$ cat src/rtl/fetch_pkg.sv
// Shared definitions for the instruction-fetch front end.
// Holds the fetch FSM state encoding and the default word size.
package fetch_pkg;

  localparam int unsigned WordSizeDefault = 16;

  typedef enum logic [1:0] {
    StIdle    = 2'd0,
    StWait    = 2'd1,
    StDiscard = 2'd2
  } fetch_state_e;

endpackage

$ cat src/rtl/fetch_queue.sv
// Synchronous prefetch FIFO holding {inst, pc} pairs.
// Ports:
//   clk_i, reset_i      clock, synchronous active-high reset
//   push_i, wdata_i     write one entry at the tail
//   pop_i               drop the head entry
//   flush_i             empty the queue (wins over push/pop)
//   rdata_o             head entry (undefined when empty)
//   count_o             valid entries
//   full_o, empty_o     occupancy flags
// Depth must be a power of two so the pointers wrap naturally.
module fetch_queue #(
  parameter int unsigned Width = 32,
  parameter int unsigned Depth = 4
) (
  input  logic                       clk_i,
  input  logic                       reset_i,
  input  logic                       push_i,
  input  logic [Width-1:0]           wdata_i,
  input  logic                       pop_i,
  input  logic                       flush_i,
  output logic [Width-1:0]           rdata_o,
  output logic [$clog2(Depth+1)-1:0] count_o,
  output logic                       full_o,
  output logic                       empty_o
);

  localparam int unsigned PtrW = $clog2(Depth);
  localparam int unsigned CntW = $clog2(Depth + 1);

  logic [Width-1:0] mem_q [Depth];
  logic [PtrW-1:0]  wr_ptr_q, wr_ptr_d;
  logic [PtrW-1:0]  rd_ptr_q, rd_ptr_d;
  logic [CntW-1:0]  count_q, count_d;

  always_comb begin
    wr_ptr_d = wr_ptr_q;
    rd_ptr_d = rd_ptr_q;
    count_d  = count_q;
    if (flush_i) begin
      wr_ptr_d = '0;
      rd_ptr_d = '0;
      count_d  = '0;
    end else begin
      if (push_i) wr_ptr_d = wr_ptr_q + PtrW'(1);
      if (pop_i)  rd_ptr_d = rd_ptr_q + PtrW'(1);
      count_d = count_q + CntW'(push_i) - CntW'(pop_i);
    end
  end

  always_ff @(posedge clk_i) begin
    if (reset_i) begin
      wr_ptr_q <= '0;
      rd_ptr_q <= '0;
      count_q  <= '0;
    end else begin
      wr_ptr_q <= wr_ptr_d;
      rd_ptr_q <= rd_ptr_d;
      count_q  <= count_d;
    end
  end

  // Storage needs no reset: entries are only read once counted valid.
  always_ff @(posedge clk_i) begin
    if (push_i && !flush_i) mem_q[wr_ptr_q] <= wdata_i;
  end

  assign rdata_o = mem_q[rd_ptr_q];
  assign count_o = count_q;
  assign full_o  = (count_q == CntW'(Depth));
  assign empty_o = (count_q == '0);

endmodule

$ cat src/rtl/inst_fetch_unit.sv
// Instruction-fetch front end: issues one outstanding word read at a time,
// buffers responses with their PCs in a DEPTH-entry queue and hands them to
// decode with a valid/ready handshake. A redirect flushes the queue and
// restarts fetch; a read already in flight is drained in StDiscard.
// Ports:
//   clk, reset                  clock, synchronous active-high reset
//   readM, address              memory read request / address
//   data, inputReady            memory response
//   inst, inst_pc, inst_valid   queue head to decode
//   inst_ready                  decode accepts head
//   redirect, redirect_pc       flush and restart fetch
//   num_inst                    accepted instruction count (wraps)
//   occupancy                   valid queue entries
// Build option: define INST_FETCH_BYPASS_EN to forward a response straight
// to decode in the same cycle when the queue is empty.
module inst_fetch_unit
  import fetch_pkg::*;
#(
  parameter int unsigned          WORD_SIZE = WordSizeDefault,
  parameter int unsigned          DEPTH     = 4,
  parameter logic [WORD_SIZE-1:0] RESET_PC  = '0
) (
  input  logic                       clk,
  input  logic                       reset,
  output logic                       readM,
  output logic [WORD_SIZE-1:0]       address,
  input  logic [WORD_SIZE-1:0]       data,
  input  logic                       inputReady,
  output logic [WORD_SIZE-1:0]       inst,
  output logic [WORD_SIZE-1:0]       inst_pc,
  output logic                       inst_valid,
  input  logic                       inst_ready,
  input  logic                       redirect,
  input  logic [WORD_SIZE-1:0]       redirect_pc,
  output logic [WORD_SIZE-1:0]       num_inst,
  output logic [$clog2(DEPTH+1)-1:0] occupancy
);

  localparam int unsigned    CntW     = $clog2(DEPTH + 1);
  localparam logic [CntW-1:0] DepthCnt = CntW'(DEPTH);

  fetch_state_e         state_q, state_d;
  logic [WORD_SIZE-1:0] fetch_pc_q, fetch_pc_d;
  logic [WORD_SIZE-1:0] req_pc_q, req_pc_d;
  logic [WORD_SIZE-1:0] num_inst_q, num_inst_d;

  logic                   q_push, q_pop, q_full, q_empty;
  logic [2*WORD_SIZE-1:0] q_rdata;
  logic [CntW-1:0]        q_count, occ_next;
  logic                   resp_ok, take, bypass_vld;

  fetch_queue #(
    .Width (2 * WORD_SIZE),
    .Depth (DEPTH)
  ) u_queue (
    .clk_i   (clk),
    .reset_i (reset),
    .push_i  (q_push),
    .wdata_i ({data, req_pc_q}),
    .pop_i   (q_pop),
    .flush_i (redirect),
    .rdata_o (q_rdata),
    .count_o (q_count),
    .full_o  (q_full),
    .empty_o (q_empty)
  );

  // A response that will actually be kept (not stale, not overridden).
  assign resp_ok = (state_q == StWait) && inputReady && !redirect;

`ifdef INST_FETCH_BYPASS_EN
  assign bypass_vld = q_empty && resp_ok;
`else
  assign bypass_vld = 1'b0;
`endif

  always_comb begin
    inst_valid = !q_empty || bypass_vld;
    inst       = bypass_vld ? data     : q_rdata[WORD_SIZE +: WORD_SIZE];
    inst_pc    = bypass_vld ? req_pc_q : q_rdata[WORD_SIZE-1:0];
    take       = inst_valid && inst_ready && !redirect;
    q_pop      = take && !q_empty;
    // A bypassed response consumed this cycle never enters the queue.
    q_push     = resp_ok && !(bypass_vld && inst_ready);
    occ_next   = q_count + CntW'(q_push) - CntW'(q_pop);
  end

  always_comb begin
    state_d    = state_q;
    fetch_pc_d = fetch_pc_q;
    req_pc_d   = req_pc_q;
    num_inst_d = num_inst_q + WORD_SIZE'(take);
    readM      = 1'b0;
    address    = fetch_pc_q;
    unique case (state_q)
      StIdle: begin
        if (redirect) begin
          fetch_pc_d = redirect_pc;
          req_pc_d   = redirect_pc;
          state_d    = StWait;
        end else if (!q_full || q_pop) begin
          // A pop this cycle frees a slot, so the refill starts right away.
          req_pc_d = fetch_pc_q;
          state_d  = StWait;
        end
      end
      StWait: begin
        readM   = 1'b1;
        address = req_pc_q;
        if (redirect) begin
          fetch_pc_d = redirect_pc;
          if (inputReady) req_pc_d = redirect_pc;
          else            state_d  = StDiscard;
        end else if (inputReady) begin
          fetch_pc_d = req_pc_q + WORD_SIZE'(1);
          req_pc_d   = req_pc_q + WORD_SIZE'(1);
          if (occ_next >= DepthCnt) state_d = StIdle;
        end
      end
      StDiscard: begin
        // Keep presenting the abandoned request until memory completes it.
        readM   = 1'b1;
        address = req_pc_q;
        if (redirect) fetch_pc_d = redirect_pc;
        if (inputReady) begin
          req_pc_d = redirect ? redirect_pc : fetch_pc_q;
          state_d  = StWait;
        end
      end
      default: state_d = StIdle;
    endcase
  end

  always_ff @(posedge clk) begin
    if (reset) begin
      state_q    <= StIdle;
      fetch_pc_q <= RESET_PC;
      req_pc_q   <= RESET_PC;
      num_inst_q <= '0;
    end else begin
      state_q    <= state_d;
      fetch_pc_q <= fetch_pc_d;
      req_pc_q   <= req_pc_d;
      num_inst_q <= num_inst_d;
    end
  end

  assign num_inst  = num_inst_q;
  assign occupancy = q_count;

endmodule

$ cat config.mk
export PLATFORM = sky130hd
export DESIGN_NAME = inst_fetch_unit
export DESIGN_NICKNAME = d
export VERILOG_FILES = /design/src/rtl/fetch_pkg.sv /design/src/rtl/fetch_queue.sv /design/src/rtl/inst_fetch_unit.sv
export SDC_FILE = /design/constraint.sdc
export NUM_CORES = 1
export LEC_CHECK = 0
export BUFFER_PORTS_ARGS = -buffer_cell sky130_fd_sc_hd__buf_4
export CELL_PAD_IN_SITES_DETAIL_PLACEMENT = 0
export CELL_PAD_IN_SITES_GLOBAL_PLACEMENT = 2
export CORE_ASPECT_RATIO = 0.6
export CORE_UTILIZATION = 40
export DETAILED_ROUTE_END_ITERATION = 6
export GPL_TIMING_DRIVEN = 0
export HOLD_SLACK_MARGIN = 0.02
export PLACE_DENSITY_LB_ADDON = 0.1
export SLEW_MARGIN = 0
export SYNTH_ARGS = -nofsm -noshare
export SYNTH_HDL_FRONTEND = slang
export SYNTH_HIERARCHICAL = 1
export SYNTH_SLANG_ARGS = --single-unit
$ cat constraint.sdc
create_clock -name clk -period 3.7 [get_ports clk]
set_clock_uncertainty 0.1 [all_clocks]
set_input_delay 0.37 -clock clk [delete_from_list [all_inputs] [get_ports clk]]
set_output_delay 0.37 -clock clk [all_outputs]
set_load 0.05 [all_outputs]
### After elaboration in Yosys (flattened, before gate mapping)

Memory sizes are Yosys's and may differ from the RTL's. A register that Yosys moved wholly into a read port is not among the register bits.
Index checks and enable logic that the tools add are counted.

* memory bits (read-only): 0
* register bits after elaboration: 57
* RAM bits: 128
* output and inout bits: 69
* memories: 1
* input port bits: 37
* latch bits: 0

Memories
* u_queue.mem_q: depth 4, bits a word 32, read ports 1, clocked after memory_dff 1, write ports 1, line fetch_queue.sv:30 `logic [Width-1:0] mem_q [Depth];`

* reduce and logical (&&, ||, !) cells: 20
* div/mod/pow operators: 0
* add/sub/neg operators: 6
* multipliers: 0
* magnitude comparators: 1
* shift-type cells: 0
* eq/ne operators: 9
* bitwise operators: 0
* multiplexer cells: 24

Operators with widths (number)
* $mux 16: 9
* $pmux 16 s3: 1
* $pmux 16 s2: 1
* $mux 2: 9
* $add 16x1->16: 1
* $add 16x1->16 const B: 1
* $ne 3x3->1 const B: 3
* $logic_and 1x1->1: 6
* $pmux 2 s3: 1
* $reduce_or 2->1: 3
* $reduce_and 5->1: 1
* $add 2x1->2 const B: 2
* $ne 2x2->1 const B: 2
* $reduce_and 4->1: 1
* $add 3x1->3: 1
* $eq 3x3->1 const B: 1
* $ge 3x3->1 const B: 1
* $logic_not 1->1: 3
* $logic_not 3->1: 1
* $mux 1: 3
* $ne 3x2->1 const B: 1
* $reduce_bool 3->1: 1
* $sub 3x1->3: 1
* $eq 2x1->1 const B: 1
* 5 further kinds: 5

### Logic depth before layout (Yosys ltp)

Gate-level depths: netlist of run 1.

* depth after elaboration: 11
* mapped depth: 13
* gate-level depth less buffers: 12

### Hierarchy

Netlist of run 1, hierarchy kept.

Modules (own cells, without submodules)
* fetch_queue: area each 5116.2 um^2, sequential area each 4023.9 um^2, instances 1, cells each 214
* inst_fetch_unit: area each 3136.8 um^2, sequential area each 1001.0 um^2, instances 1, cells each 385

### Least setup slack after synthesis of run 1

No wires, ideal clock.

* path kind: register to output
* start point: register state_q[0]
* end point: output port address[2]
* setup slack: 0.683 ns
* cell stages (with the launch flop): 6
* arrival: 2.547 ns
* path through: dfxtp_1 > inv_1 > ha_1 > clkbuf_1 > clkbuf_1 > o21ai_0

* longest elaborated chain between the ends: 3
* elaborated cells between the ends (all ways): 4
* classes of those cells: 2 x eq/ne; 1 x mux; 1 x reduce/logical

RTL lines
* start: declaration: line inst_fetch_unit.sv:42 `fetch_state_e state_q, state_d;`
* start signal: assignment: line inst_fetch_unit.sv:136 `state_q <= StIdle;`
* start signal: assignment: line inst_fetch_unit.sv:141 `state_q <= state_d;`
* $eq 2x1->1 or $eq 2x2->1 (tied branches): line inst_fetch_unit.sv:95 `unique case (state_q)`
* $reduce_or 2->1 (no line) (*)
* $mux 16 (*): line inst_fetch_unit.sv:95
* end: declaration: line inst_fetch_unit.sv:26 `output logic [WORD_SIZE-1:0] address,`

Mark *: on every way between the ends. The rest lies on a longest branch, timed or not.

### Worst setup path in the final report of run 1

* start point: register state_q[0]
* end point: output port address[11]

The elaborated chain is that of the path after synthesis.

==> impl_table.tex, run 1 <==
\begin{tabular}{lr}
\hline
Metric & Value \\
\hline
\multicolumn{2}{l}{\textbf{Run status}} \\
Result of the run & finished, final reports clean \\
\multicolumn{2}{l}{\textbf{Global route}} \\
Vias in the first global route & 5352 \\
Pin count of the biggest net entering global routing & 33 \\
Number of antenna violations at the first check in global routing & 0 \\
Grt ovf & 0 \\
Total Routing Usage GR & 19.5\% \\
Wire length of the first global-routing pass & 30.8 mm \\
\multicolumn{2}{l}{\textbf{Placed design}} \\
Routability congestion estimate & 0.819 \\
Worst slack at placement & 470 ps \\
Final HPWL DP & 14.3 mm \\
Buffers on Ports & 105 \\
\multicolumn{2}{l}{\textbf{Detailed routing}} \\
Initial detailed-routing violation count & 387 \\
Final routed DRC violation total & 0 \\
Count of vias placed by the detailed router & approximately 5400 \\
Length of the first detailed-routing pass in iterations & 5 \\
Vias/cell & approximately 5.3 \\
WL final & 20.1 mm \\
Residual antenna-violating net count after detailed routing & 0 \\
Avg WL per Cell & approximately 20 µm \\
\multicolumn{2}{l}{\textbf{Finish}} \\
Layout overhead on the synthesized area & 21.5\% \\
Fillers & 1779 \\
Post-layout utilization of the core & 49.8\% \\
Share of post-route cells with drive strength above 1 & 29.7\% \\
Number of nets in the final layout & 777 \\
Reg area & about 5000 µm² \\
Footprint of the multi-input gates & between 2000 and 3000 µm² \\
Most frequent cells in the layout & sky130\_fd\_sc\_hd\_\_edfxtp\_1 (128), sky130\_fd\_sc\_hd\_\_buf\_4 (106), sky130\_fd\_sc\_hd\_\_nor2\_1 (66) \\
Diode insertion count for antenna repair & 0 \\
Most common cell after layout, fill and taps aside & sky130\_fd\_sc\_hd\_\_edfxtp\_1 \\
\multicolumn{2}{l}{\textbf{Floorplan}} \\
Initial core utilization & 41.0\% \\
Number of top-level pins & around 110 \\
Floorplan die width & 187 µm \\
Cell Rows & 40 \\
Floorplan core area & 20100 µm² \\
Die height & around 110 µm \\
Die area & 21200 µm² \\
\multicolumn{2}{l}{\textbf{CTS}} \\
Clock tree sinks & $\sim$190 \\
Post-CTS setup buffers & 0 \\
Maximum level of the CTS H-tree & 4 \\
Clk buf depth & 2 \\
Clock-pin slew on the worst setup and hold paths & 70 ps \\
Clock network latency to the later pin of the worst-skew pair & 430 ps \\
Clock root buffer master & sky130\_fd\_sc\_hd\_\_clkbuf\_16 \\
Number of buffers inserted by hold repair at cts & 0 \\
Post-cts gate resize count & 0 \\
Clock tree from TritonCTS & yes \\
Number of clock buffers inserted by TritonCTS & 17 \\
\multicolumn{2}{l}{\textbf{Synth}} \\
Share of synthesized cell area in full adder, half adder and majority cells & 2.37\% \\
Average cell area after synthesis & 13.8 µm² \\
Synth Flop Type & sky130\_fd\_sc\_hd\_\_edfxtp\_1 \\
Number of synthesized flops with an enable pin & 128 \\
Sequential fraction of the synthesis area & around three fifths \\
Xor and xnor area share after synthesis & 3.37\% \\
Net count after synthesis & around 650 \\
Post-synthesis compound-gate area fraction & 8.51\% \\
Largest family of logic cells by synthesized area & multiplexers \\
Async set-reset flop share out of synthesis & 0\% \\
Post-synth cell types & 63 \\
Number of warning messages in the yosys log & 6 \\
Post-synthesis share of cell area spent on and, or, nand and nor gates & 10.5\% \\
Flops \& latches, synth & 187 \\
Cells after Synth & between 500 and 600 \\
Multiplexer fraction of the synthesized cell area & 11.2\% \\
Mapped Area & 8250 µm² \\
\multicolumn{2}{l}{\textbf{Timing}} \\
Post-route clock period utilization & between 90\% and 100\% \\
Final number of setup-violating endpoints & 0 \\
Actual slew at the worst max-slew pin & approximately 910 ps \\
Headroom to the max-slew limit & 39.4\% \\
Min setup slack post-route & 324 ps \\
TNS Setup & 0 ps \\
Max-slew violation count & 0 \\
Min Tclk post-route & between 3000 and 4000 ps \\
Maximum achievable frequency & 296 MHz \\
RSZ-0062 raised after global routing & no \\
Final count of hold timing violations & 0 \\
\multicolumn{2}{l}{\textbf{Critical path}} \\
WP data required & 3230 ps \\
Crit-path most repeated cell & sky130\_fd\_sc\_hd\_\_clkbuf\_1 \\
Largest fanout of any net on the critical path & 10 \\
Classification of the worst setup path & register to primary output \\
Crit path max-delay cell type & sky130\_fd\_sc\_hd\_\_clkbuf\_1 \\
Startpoint kind of the worst setup timing path & register \\
Cell family with the largest share of critical-path delay & buffers and inverters \\
Arrival time reported for the critical path endpoint & 2910 ps \\
Cell-by-cell listing of the critical path & inv\_1 > ha\_1 > clkbuf\_1 > clkbuf\_1 > mux2\_2 > buf\_4 \\
Bufs and invs on worst path & 4 \\
Slowest Stage Delay on Critical Path & 600 ps \\
Critical path capture point type & primary output \\
\multicolumn{2}{l}{\textbf{Worst hold path}} \\
Path category of the worst min-delay check & input port to register \\
\multicolumn{2}{l}{\textbf{Power}} \\
Pwr Total & 5.29 mW \\
Power per unit of standard cell area & 527 nW/µm² \\
Max rail drop VDD & between 0.3 and 0.4 mV \\
Standby leakage power & 3.56 nW \\
\multicolumn{2}{l}{\textbf{Run}} \\
Max-cap violations & 0 \\
\hline
\end{tabular}
==> cells in the mapped netlist, drive strengths merged, types with 6 or more instances <==
library cell	count	area share, %
edfxtp	128	47
nor2	69	3.4
dfxtp	59	14
mux4	32	8.8
nand2	28	1.3
o21ai	20	1.2
a21oi	19	1.2
buf	18	1.9
a211oi	16	1.5
mux2	16	2.2
inv	15	0.68
xor2	15	1.6
ha	14	2.1
xnor2	14	1.5
nand3	13	0.91
clkbuf	12	0.55
nand4	8	0.61
nor2b	8	0.70
o22ai	8	0.68
nand2b	7	0.53
nor3	7	0.49
a22oi	6	0.55
and2	6	0.45
or2	6	0.45
==> area by class of cell <==
cell class | count | area share, %
Buffer | 30 | 2.00
Multi-Input combinational cell | 367 | 29.7
Timing Repair Buffer | 107 | 8.26
Tap cell | 273 | 3.41
Clock buffer | 20 | 4.45
Clock inverter | 12 | 1.52
Sequential cell | 187 | 50.1
Inverter | 15 | 0.562
==> worst paths after layout <==
check,from,endpoint,slack (ps),cells after the start
hold / removal,data[7],u_queue/mem_q[0][23],40,1
hold reg to reg,fetch_pc_q[2],fetch_pc_q[2],360,2
setup / recovery,state_q[0],address[11],320,6
setup reg to reg,state_q[1],u_queue/mem_q[2][5],810,7
==> per-stage QoR <==
stage / std cells / cell area (µm²) / hold WS [ps]
after CTS: 1011 / 10000 / 23.7
after detailed placement: 979 / 9430 / 344
after global placement: 977 / 9380 / 338
after floorplan: 599 / 8250 / 332
final: 1011 / 10000 / 44.2
after global routing: 1011 / 10000 / 22.7
==> report_power, final <==
group          internal, mW  leakage, nW  switching (mW)  total, mW
sequential             2.33         1.65           0.111       2.44
combinational         0.346         1.62           0.638      0.984
clock                  1.04        0.288           0.822       1.86
total                  3.71         3.56            1.57       5.29
==> flip-flops by register name (all words and copies together), names as in the netlist, named ones only <==
name	flops
u_queue/mem_q	128
fetch_pc_q	16
num_inst	16
req_pc_q	16
u_queue/count_o	3
state_q	2
u_queue/rd_ptr_q	2
u_queue/wr_ptr_q	2
==> worst reg2reg max path: cells and delay by family (launching register included) <==
family                     cells  cell delay [ps]
adders and majority gates      1              170
buffers and inverters          2              270
DFF                            1              330
and+or+nand+nor                4             1600
==> layer usage <==
| layer | up-vias | GRT usage, % | part of all wire (%) |
|---|---|---|---|
| met2 | 164 | 27.4 | 42 |
| met3 | 14 | 3.35 | 6.0 |
| met4 | 0 | 5.53 | 0.82 |
| met1 | 2702 | 30.7 | 51 |
| li1 | 2522 | - | - |
| met5 | - | 0 | 0 |
==> logic make-up (layout without fill, tap and decap cells) <==
family / Yosys count / count (layout)
AOI/OAI and AO/OA: 102 / 102
xor gates and xnor gates: 30 / 30
adders and majority gates: 15 / 15
buffers and inverters: 45 / 184
DFF: 187 / 187
muxes: 50 / 50
and+or+nand+nor: 170 / 170
No activity file was read; power rests on OpenSTA's default activity.
==> run 2: changes to the inputs <==
--- a/config.mk
+++ b/config.mk
@@ -9,7 +9,8 @@
 export CELL_PAD_IN_SITES_DETAIL_PLACEMENT = 0
 export CELL_PAD_IN_SITES_GLOBAL_PLACEMENT = 2
 export CORE_ASPECT_RATIO = 0.6
-export CORE_UTILIZATION = 40
+export CORE_UTILIZATION = 38
+export CTS_BUF_LIST = sky130_fd_sc_hd__clkbuf_8
 export DETAILED_ROUTE_END_ITERATION = 6
 export GPL_TIMING_DRIVEN = 0
 export HOLD_SLACK_MARGIN = 0.02
==> constraint.sdc (replaced) <==
create_clock -name clk -period 2.9 [get_ports clk]
set_clock_uncertainty 0.1 [all_clocks]
set_input_delay 0.29 -clock clk [delete_from_list [all_inputs] [get_ports clk]]
set_output_delay 0.29 -clock clk [all_outputs]
set_load 0.05 [all_outputs]
==> impl_table.tex, run 2 (synthesis gave the netlist of run 1 again) <==
\begin{tabular}{lr}
\hline
Metric & Value \\
\hline
\multicolumn{2}{l}{\textbf{Run status}} \\
Result of the run & finished, final reports clean \\
\multicolumn{2}{l}{\textbf{Finish}} \\
Register name with the most flops & u\_queue/mem\_q \\
Reg area & 5020 µm² \\
Number of nets in the final layout & 797 \\
Layout overhead on the synthesized area & 22.0\% \\
Diode insertion count for antenna repair & 0 \\
Most frequent cells in the layout & sky130\_fd\_sc\_hd\_\_edfxtp\_1 (128), sky130\_fd\_sc\_hd\_\_buf\_4 (106), sky130\_fd\_sc\_hd\_\_nor2\_1 (66) \\
Post-layout utilization of the core & between 40\% and 50\% \\
Footprint of the multi-input gates & 2990 µm² \\
Share of post-route cells with drive strength above 1 & 29.9\% \\
Most common cell after layout, fill and taps aside & sky130\_fd\_sc\_hd\_\_edfxtp\_1 \\
Fillers & 1904 \\
Flip-flop count of the largest register, all copies and words added & 128 \\
\multicolumn{2}{l}{\textbf{Floorplan}} \\
Die area & 22300 µm² \\
Number of top-level pins & 106 \\
Cell Rows & 41 \\
Floorplan core area & around 21000 µm² \\
Die height & about 120 µm \\
Floorplan die width & $\sim$190 µm \\
Initial core utilization & between 30\% and 40\% \\
\multicolumn{2}{l}{\textbf{Power}} \\
Sequential group share of total power & 50.7\% \\
Internal power & 4.15 mW \\
Clock power share & 28.2\% \\
Share of total power in combinational logic & a little over a fifth \\
Switching power total & about 2.0 mW \\
Standby leakage power & about 3.6 nW \\
Power per unit of standard cell area & 610 nW/µm² \\
Max rail drop VDD & $\sim$0.31 mV \\
Switching share of total power & 32.4\% \\
\multicolumn{2}{l}{\textbf{Timing}} \\
Worst hold slack across all endpoints & 43.7 ps \\
Min Tclk post-route & 2800 ps \\
Maximum achievable frequency & 358 MHz \\
RSZ-0062 raised after global routing & yes \\
Min setup slack post-route & 104 ps \\
TNS Setup & 0 ps \\
Final count of hold timing violations & 0 \\
Final number of setup-violating endpoints & 0 \\
Post-route clock period utilization & a little over nine tenths \\
Headroom to the max-slew limit & 49.8\% \\
Actual slew at the worst max-slew pin & 754 ps \\
Max-slew violation count & 0 \\
\multicolumn{2}{l}{\textbf{Global route}} \\
Total Routing Usage GR & 19.4\% \\
Wire length of the first global-routing pass & 31.4 mm \\
Pin count of the biggest net entering global routing & 33 \\
Vias in the first global route & 5385 \\
Number of antenna violations at the first check in global routing & 0 \\
Grt ovf & 0 \\
\multicolumn{2}{l}{\textbf{Worst hold path}} \\
Path category of the worst min-delay check & input port to register \\
\multicolumn{2}{l}{\textbf{Detailed routing}} \\
Length of the first detailed-routing pass in iterations & 5 \\
Final routed DRC violation total & 0 \\
Routed length on met3 & 1.11 mm \\
Count of vias placed by the detailed router & 5460 \\
Vias/cell & about 5.3 \\
Initial detailed-routing violation count & about 370 \\
WL final & $\sim$21 mm \\
Met1 Routed Length & 10.5 mm \\
Avg WL per Cell & 19.9 µm \\
Top Metal Used & met4 \\
Sum of met2 wire segment lengths after detailed routing & 8.84 mm \\
Residual antenna-violating net count after detailed routing & 0 \\
\multicolumn{2}{l}{\textbf{Placed design}} \\
Worst slack at placement & -298 ps \\
Final HPWL DP & 14.7 mm \\
Routability congestion estimate & roughly 0.84 \\
Buffers on Ports & 105 \\
\multicolumn{2}{l}{\textbf{Critical path}} \\
WP data required & 2510 ps \\
Slowest Stage Delay on Critical Path & 520 ps \\
Classification of the worst setup path & register to primary output \\
Cell-by-cell listing of the critical path & inv\_1 > ha\_2 > clkbuf\_4 > mux2\_2 > buf\_4 \\
Largest fanout of any net on the critical path & 10 \\
Crit path max-delay cell type & sky130\_fd\_sc\_hd\_\_ha\_2 \\
Critical path capture point type & primary output \\
Arrival time reported for the critical path endpoint & about 2400 ps \\
Startpoint kind of the worst setup timing path & register \\
\multicolumn{2}{l}{\textbf{CTS}} \\
Maximum level of the CTS H-tree & 4 \\
Clock network latency to the later pin of the worst-skew pair & roughly 470 ps \\
Number of clock buffers inserted by TritonCTS & 17 \\
Clk buf depth & 2 \\
Clock root buffer master & sky130\_fd\_sc\_hd\_\_clkbuf\_8 \\
Clock tree sinks & 187 \\
Clock-pin slew on the worst setup and hold paths & 100 ps \\
Clock tree from TritonCTS & yes \\
\multicolumn{2}{l}{\textbf{Run}} \\
Max-cap violations & 0 \\
\hline
\end{tabular}
## run 2: layout make-up
class                   count  area share, %
clock buffers              17           2.32
well taps                 279           3.47
flip-flops and latches    187           49.9
clock inverters            15           1.48
multi-input cells         367           29.7
plain buffers              29           1.99
inverters                  15          0.559
repair buffers            128           10.5
## run 2: timing repair
| action | 4_1_cts | 5_1_grt |
|---|---|---|
| pin swaps | 0 | 0 |
| endpoints found under the hold margin | 67 | 0 |
| setup buffers | 0 | 0 |
| resized for setup | 2 | 5 |
| endpoints found under the setup margin | 9 | 10 |
| hold buffers | 19 | 0 |
## run 2: through the flow
stage | cell area, µm² | power (mW) | instances
3_5_place_dp | 9480 | 4.44 | 987
5_1_grt | 10100 | 6.41 | 1037
6_report | 10100 | 6.14 | 1037
4_1_cts | 10000 | 6.18 | 1037
2_1_floorplan | 8250 | 4.00 | 599
3_3_place_gp | 9390 | 4.42 | 983
## run 2: power groups by stage
stage               Sequential [mW]  Combinational [mW]  Clock, mW
floorplan                      3.13               0.867          0
global placement               3.17                1.25          0
detailed placement             3.17                1.26          0
CTS                            3.11                1.29       1.78
global route                   3.14                1.39       1.88
finish                         3.11                1.30       1.73
## run 2: routing by layer
layer | track usage (%) | up-vias
met2 | 27.5 | 137
li1 | - | 2570
met3 | 4.51 | 9
met1 | 30.0 | 2744
met5 | 0 | -
met4 | 3.94 | 0
## run 2: worst paths after layout
kind	start	end	slack, ps	depth (start not counted)
setup / recovery	state_q[1]	address[10]	100	5
hold / removal	redirect_pc[6]	fetch_pc_q[6]	40	3
setup reg to reg	state_q[1]	state_q[1]	150	13
hold reg to reg	fetch_pc_q[2]	fetch_pc_q[2]	360	2
## run 2: worst max-delay path: cells and delay by family, from the launching register on
| kind | cells | cell delay, ps |
|---|---|---|
| buffers and inverters | 3 | 620 |
| flip-flops | 1 | 400 |
| adder cells (fa/ha/maj) | 1 | 520 |
| multiplexers | 1 | 390 |
